### src/rtl/asynch_uart_pkg.sv
// Purpose: shared UART constants, state encoding and parity helper for the asynch receiver/sender pair.
// Latency: n/a (package only).
// Backpressure: n/a (package only).
package asynch_uart_pkg;

   // 50 MHz core clock / 9600 bit/s
   localparam logic [15:0] DIVIDER_DEFAULT = 16'd5208;
   localparam int          DATA_BITS       = 8;

   // Declaration order follows the frame: IDLE, START, DATA, PARITY, STOP
   typedef enum logic [2:0] {
      ST_IDLE   = 3'd0,
      ST_START  = 3'd1,
      ST_DATA   = 3'd2,
      ST_PARITY = 3'd3,
      ST_STOP   = 3'd4
   } uart_state_t;

   // Even-parity bit: the value that makes the total count of ones even
   function automatic logic even_parity(input logic [DATA_BITS-1:0] v);
      return ^v;
   endfunction

endpackage

### src/rtl/asynch_rx_sync.sv
// Purpose: two-flop synchroniser bringing the asynchronous serial line into the clk domain.
// Latency: 2 clk cycles from d to q.
// Backpressure: none; samples every cycle.
// Ports: clk (clock), rst_n (sync active-low reset, flops load RST_VAL), d (async input), q (synchronised output).
module asynch_rx_sync #(
   parameter logic RST_VAL = 1'b1
) (
   input  logic clk,
   input  logic rst_n,
   input  logic d,
   output logic q
);

   logic meta;

   always_ff @(posedge clk) begin
      if (!rst_n) begin
         meta <= RST_VAL;
         q    <= RST_VAL;
      end else begin
         meta <= d;
         q    <= meta;
      end
   end

endmodule

### src/rtl/asynch_receiver.sv
// Purpose: 8N1 UART receiver (optional even parity when ASYNCH_RX_PARITY_EN is defined).
// Latency: result pulse one cycle after the mid-stop-bit sample (~2 + DIVIDER/2 + 9*DIVIDER cycles from start edge, +DIVIDER with parity).
// Backpressure: none; valid/frame_err/parity_err are single-cycle pulses that must be captured when seen.
// Ports: clk, rst_n (sync active-low), D (async serial line, idle high), data (last good byte),
//        valid (data updated), frame_err (stop bit low), parity_err (parity mismatch, 0 without macro), busy (FSM not idle).
module asynch_receiver
   import asynch_uart_pkg::*;
#(
   parameter logic [15:0] DIVIDER = DIVIDER_DEFAULT
) (
   input  logic       clk,
   input  logic       rst_n,
   input  logic       D,
   output logic [7:0] data,
   output logic       valid,
   output logic       frame_err,
   output logic       parity_err,
   output logic       busy
);

   localparam logic [15:0] HALF_LAST = (DIVIDER >> 1) - 16'd1;
   localparam logic [15:0] FULL_LAST = DIVIDER - 16'd1;
   localparam logic [3:0]  LAST_BIT  = 4'(DATA_BITS - 1);

   logic                 rx_s;
   logic                 rx_prev;
   uart_state_t          state;
   logic [15:0]          tick_cnt;
   logic [3:0]           bit_cnt;
   logic [DATA_BITS-1:0] shift;
   logic                 par_bad;

   asynch_rx_sync #(.RST_VAL(1'b1)) u_sync (
      .clk   (clk),
      .rst_n (rst_n),
      .d     (D),
      .q     (rx_s)
   );

`ifdef ASYNCH_RX_PARITY_EN
   logic par_bit;
   logic perr_q;
   assign par_bad    = even_parity(shift) ^ par_bit;
   assign parity_err = perr_q;
`else
   assign par_bad    = 1'b0;
   assign parity_err = 1'b0;
`endif

   assign busy = (state != ST_IDLE);

   always_ff @(posedge clk) begin
      if (!rst_n) begin
         rx_prev   <= 1'b1;
         state     <= ST_IDLE;
         tick_cnt  <= 16'd0;
         bit_cnt   <= 4'd0;
         shift     <= '0;
         data      <= 8'h00;
         valid     <= 1'b0;
         frame_err <= 1'b0;
`ifdef ASYNCH_RX_PARITY_EN
         par_bit   <= 1'b0;
         perr_q    <= 1'b0;
`endif
      end else begin
         rx_prev   <= rx_s;
         valid     <= 1'b0;
         frame_err <= 1'b0;
`ifdef ASYNCH_RX_PARITY_EN
         perr_q    <= 1'b0;
`endif
         case (state)
            ST_IDLE: begin
               tick_cnt <= 16'd0;
               bit_cnt  <= 4'd0;
               // Only a true 1->0 transition starts a frame, so a held-low
               // break line cannot retrigger until it has gone high again.
               if (rx_prev && !rx_s)
                  state <= ST_START;
            end
            ST_START: begin
               if (tick_cnt == HALF_LAST) begin
                  tick_cnt <= 16'd0;
                  // Line back high at mid-start means a glitch: drop silently
                  state    <= rx_s ? ST_IDLE : ST_DATA;
               end else begin
                  tick_cnt <= tick_cnt + 16'd1;
               end
            end
            ST_DATA: begin
               if (tick_cnt == FULL_LAST) begin
                  tick_cnt              <= 16'd0;
                  shift[bit_cnt[2:0]]   <= rx_s;
                  bit_cnt               <= bit_cnt + 4'd1;
                  if (bit_cnt == LAST_BIT) begin
`ifdef ASYNCH_RX_PARITY_EN
                     state <= ST_PARITY;
`else
                     state <= ST_STOP;
`endif
                  end
               end else begin
                  tick_cnt <= tick_cnt + 16'd1;
               end
            end
            ST_PARITY: begin
`ifdef ASYNCH_RX_PARITY_EN
               if (tick_cnt == FULL_LAST) begin
                  tick_cnt <= 16'd0;
                  par_bit  <= rx_s;
                  state    <= ST_STOP;
               end else begin
                  tick_cnt <= tick_cnt + 16'd1;
               end
`else
               state <= ST_IDLE;
`endif
            end
            ST_STOP: begin
               if (tick_cnt == FULL_LAST) begin
                  tick_cnt  <= 16'd0;
                  state     <= ST_IDLE;
                  frame_err <= !rx_s;
`ifdef ASYNCH_RX_PARITY_EN
                  perr_q    <= par_bad;
`endif
                  // data and valid change on the same edge
                  if (rx_s && !par_bad) begin
                     valid <= 1'b1;
                     data  <= shift;
                  end
               end else begin
                  tick_cnt <= tick_cnt + 16'd1;
               end
            end
            default: state <= ST_IDLE;
         endcase
      end
   end

endmodule

### config.mk
export PLATFORM = sky130hd
export DESIGN_NAME = asynch_receiver
export DESIGN_NICKNAME = d
export VERILOG_FILES = /design/src/rtl/asynch_uart_pkg.sv /design/src/rtl/asynch_rx_sync.sv /design/src/rtl/asynch_receiver.sv
export SDC_FILE = /design/constraint.sdc
export NUM_CORES = 1
export LEC_CHECK = 0
export ABC_AREA = 1
export CAP_MARGIN = 5
export CORE_MARGIN = 2
export CORE_UTILIZATION = 25
export DETAILED_ROUTE_END_ITERATION = 12
export SLEW_MARGIN = 20
export SYNTH_ARGS = -nofsm -noshare
export SYNTH_HDL_FRONTEND = slang
export SYNTH_HIERARCHICAL = 1
export SYNTH_SLANG_ARGS = --single-unit
### constraint.sdc
create_clock -name clk -period 1.65 [get_ports clk]
set_clock_uncertainty 0.15 [all_clocks]
set_input_delay 0.165 -clock clk [delete_from_list [all_inputs] [get_ports clk]]
set_output_delay 0.165 -clock clk [all_outputs]
set_load 0.03 [all_outputs]
==> reports/metrics.cfg, run 1 <==
[yosys]
synth_edf_count=0
synth_fa_ha_area_frac=0.01030
synth_top_area_frac=0.3625
synth_compound_area_frac=0.06643
yosysSeqAreaShare=0.3625
syn_nets=389
ys_ff_latch=44
syn_inst=384
synthFlopType=dfxtp_1
synth_xor_area_frac=0.01442
yosysMostFrequentCell=nand2_1
synth_area_um2=2430
async_flop_share=0
avgSynthCellArea_um2=6.328
ys_top_cells_by_count=nand2_1, nor2_1, inv_1
synth_warnings=6
synth_area_leader_cell=dfxtp_1
synth.area.mux_share=0
synthTopCellsByArea=dfxtp_1, nand2_1, nor2_1
ys_types=30
synth_top_family_by_area=simple AND/OR/NAND/NOR gates
synth-simple-area-share=0.4253

[route]
routed_wl_um=6185
dr.pass1.iters=4
detail-route-antenna-nets=0
wire_per_inst_um=11.14
drt_iter0_drc=185
routed-via-count=2395
vias_per_cell=4.315
drc=0

[place]
pre_cts_ws_ns=-0.04948
hpwl_um=4444
dp_cells=543
gp_congestion=0.9387
portBuffers=13

[clocking]
clock-root-buffer=clkbuf_8
clkSinkCount=44
clk_transition_reported_paths_ns=0.09
cts_tree=yes
cts-htree-levels=2
numCtsBuffers=5
clk_latency_ns=0.30
clockBufferDepth=2

[flow_run]
max_cap_violations=0

[critical_path]
path_max_fanout=8
r2r-start=tick_cnt[1]
critPathTopFamily=simple AND/OR/NAND/NOR gates
cp_num_buf_inv=1
slowest_delay_ns=0.36
cp_slowest_cell=dfxtp_2
startpoint_type=register
r2r_end=data[4]
reg2regPathDepth=10
path_class=register to register
critPathArrivalTime_ns=1.77
crit_path_frequent_cell=nand2_4
reg2reg_slack_ns=-0.06
path_cells=ha_4 -> nand2_4 -> inv_4 -> nand2_4 -> nor2_4 -> nand2_4 -> nor2_4 -> nand2_4 -> nor2_1 -> nor2_1
crit_path_end_kind=register
required_ns=1.70

[pwr]
power.share.combinational=0.365
p_sw_mw=1.172
clock_power_share=0.275
p_seq_frac=0.360
peakVddDrop_v=0.0003864
swShare=0.3637
p_per_area_nw_per_um2=1001
p_int_mw=2.051
power.leakage_nw=1.615

[sta]
max_freq_mhz=583.4
fin_ws_ns=-0.06421
slew_violations=0
fin_crit_sh=1.039
rsz0062_at_grt=yes
hold_viol=0
setup_viol=9
period_minus_slack_ns=1.714

[hold_path]
hold_path_depth=3
hold_end=u_sync/meta
hold_path.startpoint=D
hp-class=input pin to register

[global_route]
grt_pass1_vias=2149
grt_first_pass_wirelength_um=9811
grt_max_degree=18
grt_antenna_before_repair=0
track_usage=0.1157
gr-total-overflow=0

[floorplan]
die-area_um2=10520
coreArea_um2=9328
die_w_um=102.6
pin_count=15
rows=35
start_util=0.2605
die_h_um=102.6

[finish]
nNetsFinal=430
syn_to_final_growth_pct=32.49
diodes=0
fin_cells=555
drive_gt1_frac=0.2324

[outcome]
failed_checks=setup timing
status=complete, but fails checks

==> worst register-to-register path, stage by stage, from the launching register on <==
cell	delay [ns]
dfxtp_2	0.36
ha_4	0.16
nand2_4	0.06
inv_4	0.08
nand2_4	0.05
nor2_4	0.12
nand2_4	0.08
nor2_4	0.25
nand2_4	0.15
nor2_1	0.13
nor2_1	0.04
==> flip-flops by register name, indices dropped and copies added (netlist names) <==
name	cells
rx_prev	1
data	8
frame_err	1
u_sync/meta	1
u_sync/q	1
shift	8
tick_cnt	16
state	3
valid	1
bit_cnt	4
==> stage by stage <==
step / utilization / setup TNS [ns] / cell area [um^2] / hold slack [ns] / total power, mW
3_5_place_dp: 0.3091 / -0.3696 / 2883 / 0.2417 / 2.235
5_1_grt: 0.3451 / -1.542 / 3219 / 0.2833 / 3.406
3_3_place_gp: 0.3091 / -0.04762 / 2883 / 0.2356 / 2.235
6_report: 0.3451 / -0.3513 / 3219 / 0.2504 / 3.223
2_1_floorplan: - / 0 / 2430 / 0.08365 / 1.813
4_1_cts: 0.3234 / -0.1741 / 3017 / 0.2565 / 3.147
==> cells in the final DEF, fill, tap and decap left out, drive strengths merged <==
cell	Yosys	final
clkbuf	3	6
a21o	1	1
clkinv	1	2
xor2	4	4
and3	1	1
inv	57	57
clkdlybuf4s50	0	4
a31oi	1	1
nand4	13	13
buf	8	31
o211ai	4	4
and2	1	1
nor2	70	70
ha	2	2
nor3	4	4
o21ai	4	4
dlymetal6s2s	0	8
nand3	33	33
o21bai	1	1
dfxtp	44	44
conb	1	1
nand2	113	115
bufinv	0	1
a21oi	18	18
==> power by group through the flow <==
stage / combinational, mW / sequential (mW) / clock [mW]
after global routing: 1.29 / 1.17 / 0.948
after CTS: 1.09 / 1.14 / 0.913
final: 1.18 / 1.16 / 0.886
after global placement: 1.07 / 1.17 / 0
after detailed placement: 1.07 / 1.17 / 0
after floorplan: 0.643 / 1.17 / 0
==> cell families after synthesis <==
family | Yosys count
and+or+nand+nor | 235
other | 1
adders and majority gates | 2
AOI/OAI and AO/OA | 29
xor gates and xnor gates | 4
buffers and inverters | 69
DFF | 44
==> what timing repair did <==
action / CTS / global route
pin swaps: 0 / 14
endpoints found under the setup margin: 14 / 49
hold endpoints to repair: 0 / 0
hold buffers: 0 / 0
gates resized for setup: 3 / 51
gates cloned: 0 / 2
buffers inserted: 0 / 2
==> worst max path at each step <==
stage                startpoint           to  depth (start not counted)
finish              tick_cnt[1]      data[4]                         10
global route        tick_cnt[1]      data[4]                         10
floorplan           tick_cnt[0]      data[2]                         11
detailed placement  tick_cnt[0]     shift[6]                          9
CTS                 tick_cnt[0]  tick_cnt[6]                         10
global placement    tick_cnt[0]     shift[2]                          9
==> metal layers <==
| metal | track usage | vias to the layer above | wire, um |
|---|---|---|---|
| met5 | 0 | - | 0 |
| met4 | 0.03897 | 0 | 76 |
| met3 | 0.01627 | 6 | 257 |
| met2 | 0.1790 | 48 | 2801 |
| met1 | 0.1653 | 1068 | 3050 |
| li1 | - | 1273 | - |
==> final cells by class <==
type | instances | area, um^2
clock inverter | 2 | 38.79
inverter | 58 | 221.5
clock buffer | 6 | 82.58
tap | 129 | 161.4
timing repair buffer | 43 | 401.6
fill | 954 | 6108
sequential | 44 | 890.9
multi-input combinational | 273 | 1423
(Power assumes the default switching activity.)
==> run 2: changes to the inputs <==
- ABC_AREA: 1 -> not set
==> run 2 against run 1 <==
The flow still finishes with violations (setup timing). Critical path depth shrank 4. Sequential share of layout area grew 2.4 points. Flip-flop and latch count is the same. Hold slack gained 0.013 ns. Critical endpoint is now tick_cnt[12].
==> reports/metrics.cfg, run 2 <==
[floorplan]
start_util=0.2607  ; about the same
die_w_um=94.24  ; -8.1%
die-area_um2=8880  ; -16%
pin_count=15  ; unchanged
coreArea_um2=7807  ; -16%
die_h_um=94.24  ; -8.1%
rows=32  ; -8.6%

[clocking]
hold_buffers=0  ; unchanged
cts_tree=yes
cts-htree-levels=2  ; unchanged
clock-root-buffer=clkbuf_8
numCtsBuffers=5  ; unchanged
clk_latency_ns=0.30  ; about the same
clk_transition_reported_paths_ns=0.08  ; about the same
clkSinkCount=44  ; unchanged
clockBufferDepth=2  ; unchanged

[route]
met1_length_um=2134  ; -30%
routed_wl_um=4834  ; -22%
routed.top_layer=met4
routed-via-count=1846  ; -23%
dr.pass1.iters=4  ; unchanged
detail-route-antenna-nets=0  ; unchanged
wl_met3_um=165  ; -36%
wl_met2_um=2423  ; -13%
drc=0  ; unchanged
drt_iter0_drc=39  ; -79%
wire_per_inst_um=12.24  ; +9.8%
vias_per_cell=4.673  ; +8.3%

[pwr]
power.share.combinational=0.233  ; -0.132
power.leakage_nw=1.312  ; -19%
p_per_area_nw_per_um2=805.0  ; -20%
p_total_mw=2.388  ; -26%
peakVddDrop_v=0.0003588  ; -7.2%
p_seq_frac=0.464  ; +0.104
clock_power_share=0.303  ; +0.028
swShare=0.2813  ; -0.08237
p_int_mw=1.716  ; -16%
p_sw_mw=0.6718  ; -43%

[yosys]
ys_top_cells_by_count=dfxtp_1, nor2_1, nand2_1
synth_top_area_frac=0.4327  ; +0.07019
synth_area_um2=2036  ; -16%
synth_edf_count=0  ; unchanged
ys_ff_latch=44  ; unchanged
synthFlopType=dfxtp_1
avgSynthCellArea_um2=9.008  ; +42%
ys_types=49  ; +63%
async_flop_share=0  ; unchanged
synth_warnings=6  ; unchanged
syn_inst=226  ; -41%
synth_area_leader_cell=dfxtp_1
synthTopCellsByArea=dfxtp_1, mux2i_1, nor2_1
yosysSeqAreaShare=0.4327  ; +0.07019
yosysMostFrequentCell=dfxtp_1
syn_nets=231  ; -41%

[critical_path]
startpoint_type=register
critPathTopFamily=simple AND/OR/NAND/NOR gates
cp_slowest_cell=or3b_1
slowest_delay_ns=0.38  ; +0.02 ns
crit_path_end_kind=register
critPathArrivalTime_ns=1.99  ; +0.22 ns
path_class=register to register
path_max_fanout=6  ; -2
path_cells=ha_4 -> and4bb_1 -> and4_4 -> o32ai_4 -> or3b_1 -> nand3_1
cp_num_buf_inv=0  ; -1
required_ns=1.75  ; +0.05 ns

[global_route]
grt_max_degree=18  ; unchanged
track_usage=0.1163  ; +0.0006082
grt_pass1_vias=1736  ; -19%
gr-total-overflow=0  ; unchanged
grt_first_pass_wirelength_um=8066  ; -18%
grt_antenna_before_repair=0  ; unchanged

[hold_path]
hp-class=register to register

[finish]
stdcell_area_um2=2967  ; -7.9%
top_register=tick_cnt
nNetsFinal=297  ; -31%
fin_cells=395  ; -29%
syn_to_final_growth_pct=45.73
final_cell_mix=buf_4, dfxtp_1, nor2_1, nand2_1, nand3_1
reg.largest.list=tick_cnt x16, data x8, shift x8
largest_register_ff_count=16  ; unchanged
drive_gt1_frac=0.3584  ; +0.1260
diodes=0  ; unchanged
final_common_cell=buf_4

[place]
dp_cells=381  ; -30%
pre_cts_ws_ns=-0.2486  ; -0.1991 ns
placed_cell_area_um2=2679  ; -7.1%
hpwl_um=3472  ; -22%
gp_congestion=0.8121  ; -13%
portBuffers=13  ; unchanged

[flow_run]
max_cap_violations=0  ; unchanged

[sta]
setup_viol=38  ; +29
fin_crit_sh=1.146  ; +0.1074
max_freq_mhz=528.7  ; -9.4%
period_minus_slack_ns=1.891  ; +0.1772 ns
slew_violations=0  ; unchanged
rsz0062_at_grt=yes
fin_ws_ns=-0.2414  ; -0.1772 ns
hold_viol=0  ; unchanged

[outcome]
status=complete, but fails checks
failed_checks=setup timing

==> run 2: changes by cell type after synthesis, sizes merged, moves of 5 or more <==
cell,delta
nand2,-92
nor2,-40
mux2i,+15
nand3,-16
nand2b,+6
clkbuf,+5
nand4,-7
a21oi,-14
inv,-55
==> run 2: final timing paths <==
check                            startpoint      endpoint  slack (ns)  cells past startpoint
worst max register to register  tick_cnt[1]  tick_cnt[12]       -0.24                      6
worst max-delay path            tick_cnt[1]  tick_cnt[12]       -0.24                      6
worst min-delay path            u_sync/meta      u_sync/q        0.26                      1
worst min register to register  u_sync/meta      u_sync/q        0.26                      1
==> run 2: repair_timing <==
item	4_1_cts	5_1_grt
gates resized for setup	15	31
setup buffers	4	2
hold endpoints to repair	0	0
setup endpoints to repair	39	47
pin swaps	9	10
==> run 2: metrics by stage <==
| stage | TNS (ns) | utilization | hold WS [ns] |
|---|---|---|---|
| after detailed placement | -5.453 | 0.3431 | 0.2456 |
| after floorplan | -3.169 | - | 0.08804 |
| after CTS | -5.092 | 0.3647 | 0.2584 |
| after global routing | -6.908 | 0.3800 | 0.3051 |
| after global placement | -4.226 | 0.3431 | 0.2375 |
| final | -4.299 | 0.3800 | 0.2639 |
==> run 2: final cells by class <==
| cell class | instances | area, um^2 |
|---|---|---|
| multi-input combinational | 166 | 1214 |
| clock buffer | 6 | 82.58 |
| timing repair buffer | 73 | 626.9 |
| fill | 791 | 4841 |
| tap | 102 | 127.6 |
| clock inverter | 2 | 15.01 |
| inverter | 2 | 7.507 |
| sequential | 44 | 893.4 |
==> run 2: logic make-up (layout without fill, tap and decap cells) <==
kind of cell / after synthesis / in the layout / share of synthesized area
and+or+nand+nor: 113 / 113 / 0.2993
DFF: 44 / 44 / 0.4327
AOI/OAI and AO/OA: 24 / 24 / 0.09466
buffers and inverters: 16 / 83 / 0.03750
muxes: 15 / 15 / 0.07375
xor gates and xnor gates: 10 / 10 / 0.04303
adders and majority gates: 3 / 3 / 0.01721
other: 1 / 1 / 0.001842
==> run 2: worst register-to-register path: cells and delay by family (launching register included) <==
| family | cells | cell delay [ns] |
|---|---|---|
| DFF | 1 | 0.35 |
| AOI/OAI and AO/OA | 1 | 0.35 |
| adders and majority gates | 1 | 0.16 |
| and+or+nand+nor | 4 | 0.83 |
==> run 2: layer usage <==
metal  up-vias  GRT usage
met5         -          0
met4         0    0.05072
met3        11    0.02729
met2        30     0.1958
met1       873     0.1406
li1        932          -
==> run 2: power by group through the flow <==
stage | Sequential (mW) | Clock, mW | Combinational, mW
detailed placement | 1.13 | 0 | 0.484
floorplan | 1.12 | 0 | 0.246
global placement | 1.13 | 0 | 0.476
global route | 1.11 | 0.796 | 0.605
finish | 1.11 | 0.723 | 0.557
CTS | 1.11 | 0.748 | 0.518
